File: src/rtl/mem_access_ctrl.sv
// Single-outstanding load/store initiator for a Memory256x16-style port (req/rsp valid-ready).
// Optional write-verify readback enabled by defining WR_VERIFY_EN.
module mem_access_ctrl #(
  parameter int ADDR_W = 8,
  parameter int DATA_W = 16,
  parameter int RD_LAT = 1
) (
  input  logic              clk,
  input  logic              rst_n,
  input  logic              req_valid,
  output logic              req_ready,
  input  logic              req_we,
  input  logic [ADDR_W-1:0] req_addr,
  input  logic [DATA_W-1:0] req_wdata,
  output logic              rsp_valid,
  input  logic              rsp_ready,
  output logic [DATA_W-1:0] rsp_rdata,
  output logic              rsp_err,
  output logic [ADDR_W-1:0] mem_addr,
  output logic [DATA_W-1:0] mem_din,
  output logic              mem_we,
  input  logic [DATA_W-1:0] mem_dout
);

  typedef enum logic [1:0] {IDLE, WRITE, READ, RESP} state_t;

  localparam logic [1:0] RD_CNT = 2'(RD_LAT);

  state_t     state, state_nxt;
  logic [1:0] cnt;
  logic       rd_done;

  assign rd_done = (state == READ) && (cnt == 2'd0);

  always_comb begin
    state_nxt = state;
    req_ready = 1'b0;
    mem_we    = 1'b0;
    rsp_valid = 1'b0;
    case (state)
      IDLE: begin
        req_ready = 1'b1;
        if (req_valid) state_nxt = req_we ? WRITE : READ;
      end
      WRITE: begin
        mem_we = 1'b1;
`ifdef WR_VERIFY_EN
        state_nxt = READ;
`else
        state_nxt = RESP;
`endif
      end
      READ: begin
        if (cnt == 2'd0) state_nxt = RESP;
      end
      RESP: begin
        rsp_valid = 1'b1;
        if (rsp_ready) state_nxt = IDLE;
      end
      default: state_nxt = IDLE;
    endcase
  end

  always_ff @(posedge clk or negedge rst_n) begin
    if (!rst_n) state <= IDLE;
    else        state <= state_nxt;
  end

  // Address and data are captured only on the accept edge and then held for the whole access.
  always_ff @(posedge clk or negedge rst_n) begin
    if (!rst_n) begin
      mem_addr  <= '0;
      mem_din   <= '0;
      cnt       <= 2'd0;
      rsp_rdata <= '0;
    end else begin
      if (state == IDLE && req_valid) begin
        mem_addr <= req_addr;
        mem_din  <= req_wdata;
      end
      if (state_nxt == READ && state != READ) cnt <= RD_CNT;
      else if (state == READ && cnt != 2'd0)  cnt <= cnt - 2'd1;
`ifndef WR_VERIFY_EN
      if (state == WRITE) rsp_rdata <= '0;
`endif
      if (rd_done) rsp_rdata <= mem_dout;
    end
  end

`ifdef WR_VERIFY_EN
  logic is_store;

  // Loads always leave rsp_err clear; only a store's readback is compared.
  always_ff @(posedge clk or negedge rst_n) begin
    if (!rst_n) begin
      is_store <= 1'b0;
      rsp_err  <= 1'b0;
    end else begin
      if (state == IDLE && req_valid) is_store <= req_we;
      if (rd_done) rsp_err <= is_store && (mem_dout != mem_din);
    end
  end
`else
  assign rsp_err = 1'b0;
`endif

endmodule

File: config.mk
export PLATFORM = sky130hd
export DESIGN_NAME = mem_access_ctrl
export DESIGN_NICKNAME = d
export VERILOG_FILES = /design/src/rtl/mem_access_ctrl.sv
export SDC_FILE = /design/constraint.sdc
export NUM_CORES = 1
export LEC_CHECK = 0
export ABC_AREA = 1
export CAP_MARGIN = 20
export CELL_PAD_IN_SITES_DETAIL_PLACEMENT = 1
export CELL_PAD_IN_SITES_GLOBAL_PLACEMENT = 2
export CORE_MARGIN = 1
export CORE_UTILIZATION = 20
export CTS_CLUSTER_SIZE = 10
export DETAILED_ROUTE_END_ITERATION = 16
export PLACE_DENSITY_LB_ADDON = 0.2
export SLEW_MARGIN = 20
export SYNTH_ARGS = -nofsm -noshare
export SYNTH_HDL_FRONTEND = slang
export SYNTH_SLANG_ARGS = --single-unit
File: constraint.sdc
create_clock -name clk -period 1.3 [get_ports clk]
set_clock_uncertainty 0.1 [all_clocks]
set_input_delay 0.39 -clock clk [delete_from_list [all_inputs] [get_ports clk]]
set_output_delay 0.39 -clock clk [all_outputs]
set_load 0.03 [all_outputs]
Yosys cells after proc, flatten, opt, wreduce, memory -nomap -nowiden
Cells that the tools add are included.
Cells by class
  add/subtract/negate cells: 1
  equality and inequality tests: 5
  mux-type cells: 12
  reductions and logical operators: 9
Operator list (number)
  two-way mux 16 bit: 2
  two-way mux 2 bit: 6
  case mux 2 bit (4 select lines): 1
  equality test 2 bit, second input constant: 3
  nonzero test 2 bit: 3
  logical AND 1 bit: 4
  zero test 2 bit: 2
  two-way mux 1 bit: 3
  equality test 2 x 1 -> 1 bit, second input constant: 1
  != test 2 bit, second input constant: 1
  subtractor 2 x 1 -> 2 bit, second input constant: 1
Storage, ports and cells
  register bits: 44
  input port bits: 45
  output and inout bits: 44

Logic depth before layout (Yosys ltp)
Gate-level depths: netlist of the first run.
  depth after elaboration: 6
  mapped depth: 7
  gate-level depth less buffers: 6

Worst setup path before layout of the first run
Ideal clock, no wire load.
  path type: register to output
  start: register state[1]
  end: output port mem_we
  arrival: 1.024 ns
  data required time: 0.810 ns
  slack: -0.214 ns
  cell stages (with the launch flop): 6
  buffers on the path: 2
  cells stage by stage: dfrtp_1 > buf_6 > inv_1 > nand2_2 > buf_2 > inv_1
Between the ends
  cells in the longest elaborated chain, start to end: 2
Ends and longest elaborated chain
  from (decl): RTL line 29  | state_t state, state_nxt;
  from (signal assigned): RTL line 66  | else state <= state_nxt;
  equality test 2 x 1 -> 1 bit: RTL line 40  | case (state)
  two-way mux 1 bit: RTL line 40
  to (decl): RTL line 21  | output logic mem_we,
Every way passes these cells.

Final worst setup path of the first run
  start: register state[0]
  end: output port mem_we
Same word-level chain as after synthesis.

==> flow_summary.ini, run 1 <==
[worst_hold_path]
min_path_type = input port to asynchronous set/reset pin

[worst_setup_path]
path_cells = buf_6 > nand2_4 > inv_6 > buf_6
endpoint_kind = output pin
path_class = register to output pin
cp.arrival_ns = 1.08
rr_worst_depth = 6
r2r-start = state[1]
crit_fanout = 4
cp_slowest_cell = dfrtp_2
rrSetupSlack_ns = -0.05
critPathMaxStageDelay_ns = 0.45
path_common_cell = buf_6
cp.required_ns = 0.81
reg2reg_to = mem_din[15]
cp-start-kind = register

[sta]
max_freq_mhz = 635.7
fin_hold_ws_ns = 0.4002
grt_setup_unrepaired = yes
post-route-period-util_pct = 121.0
slew_viol_final = 0
setup_ws_ns = -0.2731
finalSetupViolations = 67
finalHoldViolCount = 0
layout_min_cycle_time_ns = 1.573

[place]
hpwl_mm = 3.919
place.gp.congestion = 0.6804
dp_cells = 407
port_buffers = 87

[run_status]
violations = setup timing
outcome = finished, violations left

[power_and_ir_drop]
switching_share_pct = 42.76
leakage_nw = 1.820
internal-power_mw = 5.588
p_per_area_nw_per_um2 = 2670
p_comb_share_pct = 62.7
p_total_mw = 9.763
ir_drop_mv = 0.8468
p_sw_mw = 4.174
seq_power_share_pct = 26.4
clkPwrFrac_pct = 10.8

[clock_tree]
h-tree-depth = 2
cts_sinks = 44
cts_buffer_depth = 2
cts_tree = built
clk_pin_slew_ns = 0.08
clkLatencyLatePin_ns = 0.29
clockRootBuffer = clkbuf_8
numCtsBuffers = 5

[layout]
multiInputGateArea_sq_um = 829.5
layout.nets = 393
instances_no_fill = 456
syn2layout_area_growth_pct = 95.98
antenna_cells = 0
seq_area_sq_um = 1104
postLayoutCoreUtil_pct = 41.12
fillers = 1020
drive_above_1_share_pct = 45.40

[flow_run]
drv_cap = 0

[route]
drt_iter0_drc = 23
drt_first_pass_iters = 3
drc = 0
num_vias = 1938
ant_nets = 0
routedWlPerCell_um = 14.05
drt-total-wl_mm = 6.406
via_per_inst = 4.250

[floorplanning]
die_h_um = 98.58
rows = 34
start_util_pct = 20.98
io_pins = 89
die_x_um = 98.58
core_sq_um = 8891
fp.dieArea_sq_um = 9718

[synth]
synth_seq_cells = 44
ys_seq_area_share_pct = 59.02
syn-instance-count = 207
syn_area_sq_um = 1866
synth_fp_nets = 253
postSynthAreaPerCell_sq_um = 9.012
synth.distinct_cells = 18
ys_warn_count = 0

[global_routing]
grt_max_degree = 28
antenna_found_initial = 0
grt_pass1_vias = 2112
grt_pass1_wl_mm = 10.67
grt_overflow = 0
grt_util_all_layers_pct = 14.14
## cells in the mapped netlist (all sizes together)
cell    count  share of area, %
nand3b      1              0.40
nand3      45                13
dfrtp      44                59
conb        1              0.20
inv        10               2.0
nand2      89                18
clkbuf      1              0.20
nand4       2              0.67
ha          1              0.67
nor2        2              0.80
buf        11               4.8
## worst max-delay path: cells and delay by family (launching register included)
| family | cells | cell delay (ns) |
|---|---|---|
| DFF | 1 | 0.45 |
| buffers and inverters | 3 | 0.28 |
| and+or+nand+nor | 1 | 0.07 |
## per-layer routing
metal | vias up | GRT usage, % | part of all wire (%)
met2 | 67 | 24.27 | 49
met3 | 5 | 4.113 | 6.5
met5 | - | 0 | 0
met1 | 929 | 17.33 | 43
met4 | 0 | 3.789 | 0.92
li1 | 937 | - | -
## sequential cells by signal, indices dropped and copies added (netlist names)
signal and flops:
rsp_rdata 16, cnt 2, mem_din 16, mem_addr 8, state 2
## worst max-delay path by stage
stage | start | end | slack, ns
6_report | state[0] | mem_we | -0.27
3_3_place_gp | req_valid | mem_din[10] | -0.27
5_1_grt | state[0] | mem_we | -0.32
2_1_floorplan | state[1] | req_ready | -0.05
3_5_place_dp | req_valid | mem_din[3] | -0.29
4_1_cts | state[0] | mem_we | -0.30
## per-stage QoR
step                setup WS [ns]  area (sq um)  setup TNS, ns
global placement          -0.2720          2854         -7.007
detailed placement        -0.2914          2854         -7.603
finish                    -0.2731          3656         -2.829
floorplan                -0.05431          1887        -0.1039
global route              -0.3186          3656         -6.563
CTS                       -0.2956          3486         -4.225
## final cells by class
cell class | count | area share, %
clock buffers | 6 | 1.985
multi-input cells | 144 | 22.69
clock inverters | 2 | 0.9582
well taps | 108 | 3.696
flip-flops and latches | 44 | 30.18
repair buffers | 142 | 39.19
inverters | 10 | 1.300
## cell usage in the layout (no fill, tap or decap), types with 2 or more instances in the layout
cell type and instances:
buf_12 6, buf_4 43, buf_6 47, clkbuf_8 5, clkdlybuf4s50_1 43, dfrtp_1 42, dfrtp_2 2, inv_1 3
inv_2 4, inv_4 2, nand2_1 59, nand2_2 28, nand2_8 4, nand3_1 36, nand3_2 8, nand4_1 2
## power groups by stage
stage / registers [mW] / logic [mW] / clock network, mW
global route: 2.65 / 6.64 / 1.15
finish: 2.58 / 6.12 / 1.06
floorplan: 3.59 / 1.49 / 0
global placement: 2.49 / 4.34 / 0
CTS: 2.58 / 5.75 / 1.11
detailed placement: 2.47 / 4.41 / 0
## kinds of logic (layout without fill, tap and decap cells)
group	after synthesis	count (layout)	share of synthesized area, %
other	1	1	0.2010
DFF	44	44	59.02
buffers and inverters	22	160	7.042
adders and majority gates	1	1	0.6706
and+or+nand+nor	139	142	33.06
## repair_timing
item	4_1_cts	5_1_grt
setup endpoints to repair	83	86
pin swaps	9	2
gates cloned	3	0
hold buffers	1	0
endpoints found under the hold margin	7	0
buffers inserted	19	18
gates resized for setup	91	13
Note: power is estimated with default switching activity, not from simulation.
==> run 2: changes to the inputs <==
PLACE_DENSITY = 0.85   (was unset)
PLACE_DENSITY_LB_ADDON = unset   (was 0.2)
==> flow_summary.ini, run 2 (synthesized netlist as in run 1, its figures left out) <==
[power_and_ir_drop]
p_total_mw = 10.30
p_per_area_nw_per_um2 = 2676
ir_drop_mv = 0.9728
leakage_nw = 1.892

[route]
routed.top_layer = met4
dr_wl_met3_um = 413
drt_iter0_drc = 24
via_per_inst = 4.268
drt_first_pass_iters = 4
dr_wl_met2_mm = 3.538
num_vias = 1993
m1WireLength_mm = 2.861
routedWlPerCell_um = 14.67
ant_nets = 0
drt-total-wl_mm = 6.852
drc = 0

[global_routing]
grt_max_degree = 45
grt_overflow = 0
grt_pass1_wl_mm = 10.54
grt_util_all_layers_pct = 13.80
grt_pass1_vias = 2065
antenna_found_initial = 0

[floorplanning]
io_pins = 89
core_sq_um = 8891
die_h_um = 98.58
die_x_um = 98.58
rows = 34
start_util_pct = 20.98
fp.dieArea_sq_um = 9718

[layout]
layout.nets = 404
mostFrequentLayoutCell = nand2_1
instances_no_fill = 467
syn2layout_area_growth_pct = 106.4
top_regs = mem_din x16, rsp_rdata x16, mem_addr x8
antenna_cells = 0
final_area_sq_um = 3851
drive_above_1_share_pct = 50.97
layout_common_cells = 63 x nand2_1, 51 x buf_4, 48 x buf_6
fillers = 998

[sta]
slew_viol_final = 0
finalSetupViolations = 86
post-route-period-util_pct = 122.7
grt_setup_unrepaired = yes
finalHoldViolCount = 0
max_freq_mhz = 626.9
setup_ws_ns = -0.2952
layout_min_cycle_time_ns = 1.595

[worst_setup_path]
cp-start-kind = register
path_class = register to output pin
rrSetupSlack_ns = -0.21
endpoint_kind = output pin
r2r-start = state[1]
crit_fanout = 3
cp.required_ns = 0.81
rr_worst_depth = 7
cp.arrival_ns = 1.11
reg2reg_to = mem_addr[2]

[worst_hold_path]
min_path_type = register to register
min-delay-start = cnt[1]
min_to = cnt[1]
whs_path_depth = 2

[run_status]
outcome = finished, violations left
violations = setup timing

[place]
dp_cells = 407
hpwl_mm = 3.991
placed_area_sq_um = 2829
port_buffers = 87
place.gp.congestion = 0.7494

[clock_tree]
cts_buffer_depth = 2
clk_pin_slew_ns = 0.09
clkLatencyLatePin_ns = 0.30
h-tree-depth = 2
cts_tree = built
clockRootBuffer = clkbuf_8
cts_sinks = 44
numCtsBuffers = 5

[flow_run]
drv_cap = 0
[run 2: cell count changes in the layout (fill, tap and decap cells not counted), sizes merged]
cell / previous run / this run
bufinv: 1 / 0
buf: 98 / 108
clkinvlp: 0 / 2
[run 2: area by class of cell]
type / count / area (sq um) / share of cell area [%]
Timing Repair Buffer: 153 / 1539 / 39.96
Sequential cell: 44 / 1104 / 28.66
Multi-Input combinational cell: 144 / 928.4 / 24.11
Tap cell: 108 / 135.1 / 3.509
Clock buffer: 5 / 68.82 / 1.787
Inverter: 10 / 52.55 / 1.365
Clock inverter: 3 / 23.77 / 0.6173
[run 2: worst max-delay path by stage]
stage	end	cells past startpoint	slack, ns	start
floorplan	req_ready	3	-0.05	state[1]
global placement	cnt[1]	5	-0.26	req_valid
detailed placement	mem_din[9]	5	-0.30	req_valid
CTS	rsp_valid	4	-0.31	state[0]
global route	rsp_valid	4	-0.34	state[0]
finish	mem_we	4	-0.30	state[0]
[run 2: critical path: stages (launching register included)]
cell     delay [ns]
dfrtp_2        0.45
buf_12         0.15
nand2_8        0.07
inv_6          0.03
buf_6          0.12
[run 2: timing repair]
action	CTS	global route
gates cloned	3	1
endpoints found under the setup margin	83	87
buffers inserted	25	24
hold buffers	1	0
pin swaps	16	8
hold endpoints to repair	44	0
gates resized for setup	107	24
[run 2: per-stage QoR]
step | utilization (%) | worst slack [ns] | setup TNS (ns) | hold slack [ns]
after floorplan | - | -0.05431 | -0.1039 | -0.005591
after global placement | 31.82 | -0.2623 | -7.782 | 0.2930
after detailed placement | 31.82 | -0.3006 | -8.480 | 0.2958
after CTS | 40.21 | -0.3128 | -6.030 | 0.4155
after global routing | 43.32 | -0.3425 | -11.86 | 0.4496
final | 43.32 | -0.2952 | -7.971 | 0.4159
[run 2: layer usage]
layer  up-vias  track usage (%)
met5         -                0
met4         0            1.722
met3         4            3.901
met2        70            25.46
met1       960            16.32
li1        959                -
[run 2: power by group]
part,internal (mW),switching (mW),leakage [nW],total [mW]
clock network,0.382,0.521,0.0404,0.903
registers,2.04,0.550,0.557,2.59
logic,3.35,3.45,1.29,6.81
==> run 3: changes to the inputs <==
CTS_BUF_LIST = sky130_fd_sc_hd__clkbuf_8 sky130_fd_sc_hd__clkbuf_16   (was unset)
==> results of run 3 <==
Final layout, timing and power as in run 2 (identical DEF).
